File: config.mk
export PLATFORM = sky130hd
export DESIGN_NAME = fp_mul_sched
export DESIGN_NICKNAME = d
export VERILOG_FILES = /design/src/rtl/fp_mul_sched.sv
export SDC_FILE = /design/constraint.sdc
export NUM_CORES = 1
export LEC_CHECK = 0
export ABC_AREA = 1
export CAP_MARGIN = 20
export CORE_MARGIN = 1.5
export CORE_UTILIZATION = 27
export CTS_CLUSTER_SIZE = 28
export DETAILED_ROUTE_END_ITERATION = 10
export GPL_TIMING_DRIVEN = 0
export PLACE_DENSITY = 0.72
export SETUP_SLACK_MARGIN = 0.15
export SLEW_MARGIN = 20
export SYNTH_ARGS = -nofsm -noshare
export SYNTH_HDL_FRONTEND = slang
export SYNTH_SLANG_ARGS = --single-unit
export TNS_END_PERCENT = 30
File: constraint.sdc
create_clock -name clk -period 2 [get_ports clk]
set_input_delay 0.4 -clock clk [delete_from_list [all_inputs] [get_ports clk]]
set_output_delay 0.4 -clock clk [all_outputs]
set_load 0.05 [all_outputs]
File: src/rtl/fp_mul_sched.sv
// Round-robin scheduler sharing one pipelined FP multiplier among N_REQ requesters.
// Tracks in-flight requester IDs in a tag pipeline and routes each result back as a one-cycle pulse.
//
// Handshake: a request transfers when req_valid[i] & req_ready[i] are high in the same cycle.
// req_ready is one-hot or zero and never asserts without req_valid.
// Responses have no backpressure.
module fp_mul_sched #(
  parameter int DATA_W  = 32,
  parameter int N_REQ   = 4,
  parameter int ID_W    = 2,
  parameter int MUL_LAT = 4
) (
  input  logic                    clk,
  input  logic                    rst,
  input  logic                    en,
  input  logic [N_REQ-1:0]        req_valid,
  output logic [N_REQ-1:0]        req_ready,
  input  logic [N_REQ*DATA_W-1:0] req_op_a,
  input  logic [N_REQ*DATA_W-1:0] req_op_b,
  output logic                    mul_start,
  output logic [DATA_W-1:0]       mul_op_a,
  output logic [DATA_W-1:0]       mul_op_b,
  input  logic                    mul_done,
  input  logic [DATA_W-1:0]       mul_res,
  output logic [N_REQ-1:0]        resp_valid,
  output logic [DATA_W-1:0]       resp_data,
  output logic [ID_W-1:0]         resp_id,
  output logic                    busy,
  output logic                    seq_err
);

  localparam int GW = $clog2(MUL_LAT + 2);

  logic [ID_W-1:0]   ptr_q, ptr_d;
  logic [ID_W-1:0]   gnt_idx;
  logic [ID_W-1:0]   cand_id;
  logic              gnt_found;
  int                cand;
  logic [DATA_W-1:0] sel_a, sel_b;

  logic              start_q;
  logic [DATA_W-1:0] op_a_q, op_b_q;
  logic [ID_W-1:0]   iss_id_q;

  logic [MUL_LAT-1:0] tag_v_q;
  logic [ID_W-1:0]    tag_id_q [MUL_LAT];

  logic [N_REQ-1:0]  resp_v_q;
  logic [DATA_W-1:0] resp_data_q;
  logic [ID_W-1:0]   resp_id_q;
  logic              seq_err_q;
  logic [GW-1:0]     guard_q;

  logic              tag_out_v;
  logic [ID_W-1:0]   tag_out_id;
  logic              resp_fire;

  // Search starts one past the last winner and wraps, so the winner drops to lowest priority.
  always_comb begin
    gnt_found = 1'b0;
    gnt_idx   = '0;
    cand      = 0;
    cand_id   = '0;
    for (int k = 1; k <= N_REQ; k++) begin
      cand    = (int'(ptr_q) + k) % N_REQ;
      cand_id = ID_W'(cand);
      if (!gnt_found && req_valid[cand_id]) begin
        gnt_found = 1'b1;
        gnt_idx   = cand_id;
      end
    end
    if (!en || rst) gnt_found = 1'b0;
  end

  always_comb begin
    sel_a = '0;
    sel_b = '0;
    for (int i = 0; i < N_REQ; i++) begin
      if (ID_W'(i) == gnt_idx) begin
        sel_a = req_op_a[i*DATA_W +: DATA_W];
        sel_b = req_op_b[i*DATA_W +: DATA_W];
      end
    end
  end

  always_comb begin
    ptr_d = ptr_q;
    if (gnt_found) ptr_d = gnt_idx;
  end

  assign tag_out_v  = tag_v_q[MUL_LAT-1];
  assign tag_out_id = tag_id_q[MUL_LAT-1];
  assign resp_fire  = mul_done & tag_out_v;

  always_ff @(posedge clk) begin
    if (rst) begin
      ptr_q       <= ID_W'(N_REQ - 1);
      start_q     <= 1'b0;
      op_a_q      <= '0;
      op_b_q      <= '0;
      iss_id_q    <= '0;
      tag_v_q     <= '0;
      for (int s = 0; s < MUL_LAT; s++) tag_id_q[s] <= '0;
      resp_v_q    <= '0;
      resp_data_q <= '0;
      resp_id_q   <= '0;
      seq_err_q   <= 1'b0;
      guard_q     <= GW'(MUL_LAT + 1);
    end else begin
      ptr_q   <= ptr_d;
      start_q <= gnt_found;
      if (gnt_found) begin
        op_a_q   <= sel_a;
        op_b_q   <= sel_b;
        iss_id_q <= gnt_idx;
      end
      tag_v_q[0]  <= start_q;
      tag_id_q[0] <= iss_id_q;
      for (int s = 1; s < MUL_LAT; s++) begin
        tag_v_q[s]  <= tag_v_q[s-1];
        tag_id_q[s] <= tag_id_q[s-1];
      end
      resp_v_q <= resp_fire ? (N_REQ'(1) << tag_out_id) : '0;
      if (resp_fire) begin
        resp_data_q <= mul_res;
        resp_id_q   <= tag_out_id;
      end
      // Results of ops killed by reset may still strobe mul_done; ignore them for one pipeline depth.
      if (guard_q != '0) guard_q <= guard_q - GW'(1);
      else if (mul_done != tag_out_v) seq_err_q <= 1'b1;
    end
  end

  assign req_ready  = gnt_found ? (N_REQ'(1) << gnt_idx) : '0;
  assign mul_start  = start_q;
  assign mul_op_a   = op_a_q;
  assign mul_op_b   = op_b_q;
  assign resp_valid = resp_v_q;
  assign resp_data  = resp_data_q;
  assign resp_id    = resp_id_q;
  assign seq_err    = seq_err_q;
  assign busy       = start_q | (|tag_v_q) | (|resp_v_q);

endmodule
[Yosys cells after proc, flatten, opt, wreduce, memory -nomap -nowiden]
Memory sizes are Yosys's and may differ from the RTL's.
Index checks and enable logic that the tools add are counted.
Operators by class
  bitwise operators: 9
  eq/ne operators: 4
  order comparisons: 4
  reduce and logical (&&, ||, !) cells: 14
  shift operators: 2
  $add $sub $neg: 5
  mux-type cells: 33
Operators with widths (count)
  $mux 32: 8
  $mux 2: 8
  $lt 2x3->1 const B: 4
  $mux 1: 12
  $bmux 1 s2: 4
  $reduce_or 4->1: 2
  $shl 1x2->4 const A: 2
  $or 1x1->1: 6
  $add 2x1->2 const B: 2
  $add 2x2->2 const B: 2
  $eq 2x2->1 const A: 2
  $logic_not 1->1: 4
  $mux 4: 1
  $logic_and 1x1->1: 3
  $reduce_bool 3->1: 1
  $sub 3x1->3 const B: 1
  $eq 1x2->1 const A: 1
  $logic_not 2->1: 1
  $not 1->1: 2
  $reduce_and 2->1: 1
  $reduce_or 2->1: 1
  $and 1x1->1: 1
  $logic_or 1x1->1: 1
  $ne 1x1->1: 1
Word-level totals
  memory bits (writable): 8
  register bits: 115
  logic and storage cells: 83
  memories kept: 1
Memory list
  tag_id_q: words 4, bits a word 2, read ports 4, clocked after Yosys merged registers in 0, write ports 4, line 46  | logic [ID_W-1:0] tag_id_q [MUL_LAT];

[Depth between registers and ports, before layout]
Gate-level depths: netlist of the first run.
  depth after elaboration: 18
  depth in mapped cells: 16

[Worst setup path before layout of the first run]
OpenSTA, ideal clock, no wires.
  kind: reg2out
  start point: register ptr_q[0]
  end point: output port req_ready[0]
  stages on the path, launching flop included: 12
  data required time: 1600 ps
  setup slack: -932 ps
  arrival time: 2532 ps
  buffers on the path: 3
  cell sequence: dfxtp_1 -> buf_4 -> nand2_1 -> nand2_1 -> nand2_2 -> nand2_2 -> nor2_1 -> a21oi_2 -> nand3_4 -> buf_6 -> buf_6 -> nor3_1
Between the ends
  word-level cells in the longest chain between the ends: 15
  elaborated cells between the ends (all ways): 29
  classes of those cells: 4 x add/sub; 1 x shift; 18 x mux; 6 x reduce/logical
RTL lines
  from (decl): line 34  | logic [ID_W-1:0] ptr_q, ptr_d;
  from (signal assigned): line 97  | ptr_q <= ID_W'(N_REQ - 1);
  from (signal assigned): line 110  | ptr_q <= ptr_d;
  $add 2x1->2: line 65  | cand = (int'(ptr_q) + k) % N_REQ;
  $bmux 1 s2: line 67  | if (!gnt_found && req_valid[cand_id]) begin
  $mux 1 (implied by the code): line 67
  $mux 1: line 67
  $logic_not 1->1: line 67
  $logic_and 1x1->1: line 67
  $mux 1: line 67
  $logic_not 1->1: line 67
  $logic_and 1x1->1: line 67
  $mux 1: line 67
  $logic_not 1->1: line 67
  $logic_and 1x1->1: line 67
  $mux 2 / $mux 1 (equally long branches): line 67
  $shl 1x2->4 / $mux 1 (equally long branches): line 134, 72
  $mux 4 *: line 134  | assign req_ready = gnt_found ? (N_REQ'(1) << gnt_idx) : '0;
  to (decl): line 17  | output logic [N_REQ-1:0] req_ready,
Mark *: on every way between the ends. The rest lies on a longest branch, timed or not. The select of a mux whose other input is x is not followed.

[Worst setup path after layout of the first run]
  start point: register ptr_q[0]
  end point: output port req_ready[2]
Same word-level chain as after synthesis.

==> run summary, run 1 <==
## Floorplan
• Chip Height: 162 um
• Die W: 162 um
• total I/O pin count: 405
• initial core utilization: 27.8%
• die area: 26200 um^2
• Core Footprint: 24500 um^2
• Cell Rows: 57

## Global route
• via count of the first global-routing pass: 8395
• GRT Total Usage: 23.7%
• maximum number of pins on one net before global-route repair: 17
• antenna violations before repair: 0
• first-pass GRT wire length: 47000 um
• GRT overflow: 0

## Synth
• number of register bits inferred by synthesis: 123
• unique cell type count in the Yosys netlist: 29
• warning count from the yosys run: 0
• sequential share of the synthesized area: 36.1%
• count of mapped cells out of synthesis: 1080
• mean area per synthesized cell: 6.32 um^2
• number of synthesized flops with an enable pin: 0
• total nets after synthesis: 1379
• mapped cell area: 6820 um^2
• dominant register cell in the synthesized netlist: sky130_fd_sc_hd__dfxtp_1
• FFs w/ async S/R, synth: 0%

## Timing
• part of the cycle the worst path needs: 132%
• Worst Max-Slew Pin Slew: 0.580 ns
• count of pins over their slew limit: 0
• Setup WS post-layout: -0.650 ns
• clock skew: 0.00700 ns
• endpoints failing setup: 68
• unrepaired setup endpoints after global routing: true
• Max transition margin: 61.5%
• count of endpoints failing hold in the final timing report: 0
• maximum frequency from static timing analysis: 377 MHz
• final worst path period need: 2.65 ns

## Layout
• ant diodes: 0
• Post-Layout Inst Area: 12600 um^2
• leading cell type in the layout, fill and taps excluded: sky130_fd_sc_hd__clkdlybuf4s50_1
• highest-count cells in the layout ignoring fill and taps: 290 x sky130_fd_sc_hd__clkdlybuf4s50_1, 281 x sky130_fd_sc_hd__nand2_1, 199 x sky130_fd_sc_hd__nor2_1
• synthesis-to-finish area growth: 84.8%
• final instance count without filler cells: 1877
• share of cells above drive strength 1: 12.3%
• Final #Nets: 1840
• layout filler cell count: 2468

## Placement
• post-DP HPWL: 24300 um
• final RePlAce weighted congestion: 0.884
• Cell Count Post-Placement: 1807
• number of buffers added on ports: 403
• area after detailed placement: 11400 um^2

## Worst setup path
• kind of end point of the critical path: output pin
• reg-to-reg slack, setup: -0.49 ns
• Worst Path Max Fanout: 5
• required time of the worst setup path: 1.60 ns
• capturing point of the worst reg2reg path: mul_op_a[7]$_SDFFE_PP0N_
• origin of the critical flop-to-flop path: ptr_q[0]$_SDFFE_PP1N_
• CP arrival: 2.25 ns
• critical path class: reg2out
• number of cells on the worst reg-to-reg path: 18
• critical path startpoint category: flip-flop

## Run status
• status: complete, but fails checks
• violated checks: setup timing

## Routing
• Detailed Route WL: 31700 um
• Remaining DRCs: 0
• vias after detailed routing: 8658
• detailed-route vias per instance: 4.61
• number of antenna-violating nets in the routed design: 0
• starting DRC count in detailed routing: 410
• WL/cell: 16.9 um
• number of optimization iterations in the first detailed-route pass: 5

## Pwr
• Peak supply drop: 469 uV
• overall power consumption: 12100 uW
• leakage power figure: 0.00596 uW
• ratio of total power to cell area: 961 nW/um^2

## Clocking
• clock buffers created by TritonCTS: 17
• worst-skew pair later-pin latency: 0.41 ns
• Clock Sinks: 123
• CTS H-Tree Depth: 4
• register clock-pin slew on the reported worst setup and hold paths: 0.06 ns
• Post-CTS Hold Buffers: 0
• clock tree from TritonCTS: built
• maximum buffer depth of the clock tree: 2
• Clk Tree Root Cell: sky130_fd_sc_hd__clkbuf_16

## Min path
• worst hold path class: reg2reg
• Cells on Worst Hold Path: 2
• startpoint of the tightest hold check path: tag_id_q[0][3]$_SDFF_PP0_
• Worst Hold Endpoint: tag_id_q[0][5]$_SDFF_PP0_

## Job
• count of maximum capacitance violations: 0

## repair_timing
| item | CTS | global route |
|---|---|---|
| pin swaps | 31 | 22 |
| resized for setup | 235 | 42 |
| buffers inserted | 27 | 8 |
| cloned | 4 | 0 |
| setup endpoints to repair | 183 | 74 |
## through the flow
step	TNS, ns	utilization [%]	setup WS [ns]	hold slack (ns)
2_1_floorplan	-0.726	-	-0.208	0.388
3_3_place_gp	-62.82	46.3	-1.75	0.390
3_5_place_dp	-65.01	46.3	-1.76	0.393
4_1_cts	-20.45	50.6	-0.630	0.409
5_1_grt	-33.41	51.4	-0.749	0.418
6_report	-24.04	51.4	-0.650	0.407
## synth_stat cells, types with 7 or more instances
library cell | instances | area [um^2]
sky130_fd_sc_hd__o21bai_1 | 14 | 105
sky130_fd_sc_hd__buf_6 | 8 | 90.1
sky130_fd_sc_hd__nand3b_1 | 53 | 398
sky130_fd_sc_hd__nand2_2 | 7 | 43.8
sky130_fd_sc_hd__nand2_1 | 304 | 1140
sky130_fd_sc_hd__inv_1 | 80 | 300
sky130_fd_sc_hd__clkbuf_1 | 26 | 97.6
sky130_fd_sc_hd__a21oi_1 | 24 | 120
sky130_fd_sc_hd__nand3_1 | 74 | 370
sky130_fd_sc_hd__dfxtp_1 | 123 | 2460
sky130_fd_sc_hd__buf_2 | 25 | 125
sky130_fd_sc_hd__buf_4 | 7 | 52.6
sky130_fd_sc_hd__o21ai_0 | 91 | 455
sky130_fd_sc_hd__nor2_1 | 211 | 792
## power by group
group | internal (uW) | total (uW) | switching [uW]
logic | 2630 | 6420 | 3790
clock network | 1600 | 2850 | 1250
registers | 2720 | 2860 | 137
## registers in the layout, summed over array words and instances, names as in the netlist, 2 cells and up
register / flops
tag_id_q: 8
mul_op_a: 32
tag_v_q: 4
ptr_q: 2
guard_q: 3
resp_valid: 4
resp_id: 2
iss_id_q: 2
mul_op_b: 32
resp_data: 32
## kinds of logic (layout without fill, tap and decap cells)
kind of cell | count (synthesis) | after routing | share of synthesized area (%)
AOI/OAI and AO/OA | 136 | 136 | 10.8
xor gates and xnor gates | 1 | 1 | 0.128
DFF | 123 | 123 | 36.1
adders and majority gates | 3 | 3 | 0.550
buffers and inverters | 154 | 627 | 10.2
and+or+nand+nor | 663 | 663 | 42.2
## cell type report
cell class	instances	area (um^2)	share of cell area, %
tap	324	405	3.21
inverter	85	337	2.67
clock inverter	14	113	0.893
timing repair buffer	442	4330	34.4
sequential	123	2470	19.6
clock buffer	17	425	3.37
buffer	69	598	4.74
multi-input combinational	803	3930	31.2
## per-layer routing
| metal | vias up | global-route usage (%) | share of wire (%) |
|---|---|---|---|
| met5 | - | 0 | 0 |
| met4 | 0 | 8.05 | 2.1 |
| met3 | 36 | 5.80 | 7.2 |
| met2 | 346 | 43.6 | 51 |
| met1 | 3953 | 26.5 | 40 |
| li1 | 4323 | - | - |
## critical path, stage by stage, from the launching register on
cell	delay, ns
sky130_fd_sc_hd__dfxtp_4	0.38
sky130_fd_sc_hd__buf_8	0.14
sky130_fd_sc_hd__nand2_2	0.05
sky130_fd_sc_hd__nand2_2	0.09
sky130_fd_sc_hd__nand2_4	0.06
sky130_fd_sc_hd__nand2_4	0.08
sky130_fd_sc_hd__nor2_2	0.05
sky130_fd_sc_hd__a21oi_2	0.22
sky130_fd_sc_hd__nand3_4	0.13
sky130_fd_sc_hd__buf_8	0.15
sky130_fd_sc_hd__buf_12	0.13
sky130_fd_sc_hd__buf_6	0.11
sky130_fd_sc_hd__nor2_4	0.08
sky130_fd_sc_hd__buf_8	0.15
## how the worst max path moves through the flow
stage	start	end	slack [ns]	depth (start not counted)
floorplan	ptr_q[0]$_SDFFE_PP1N_	req_ready[0]	-0.21	11
global placement	req_valid[0]	req_ready[2]	-1.75	15
detailed placement	req_valid[0]	req_ready[2]	-1.76	15
CTS	ptr_q[0]$_SDFFE_PP1N_	req_ready[2]	-0.63	13
global route	ptr_q[0]$_SDFFE_PP1N_	req_ready[3]	-0.75	13
finish	ptr_q[0]$_SDFFE_PP1N_	req_ready[2]	-0.65	13
Note: power is estimated with default switching activity, not from simulation.
==> run 2, diff against run 1 <==
CTS_CLUSTER_DIAMETER = 50   (was not set)
==> results of run 2 <==
Final layout, timing and power as in run 1 (identical DEF).
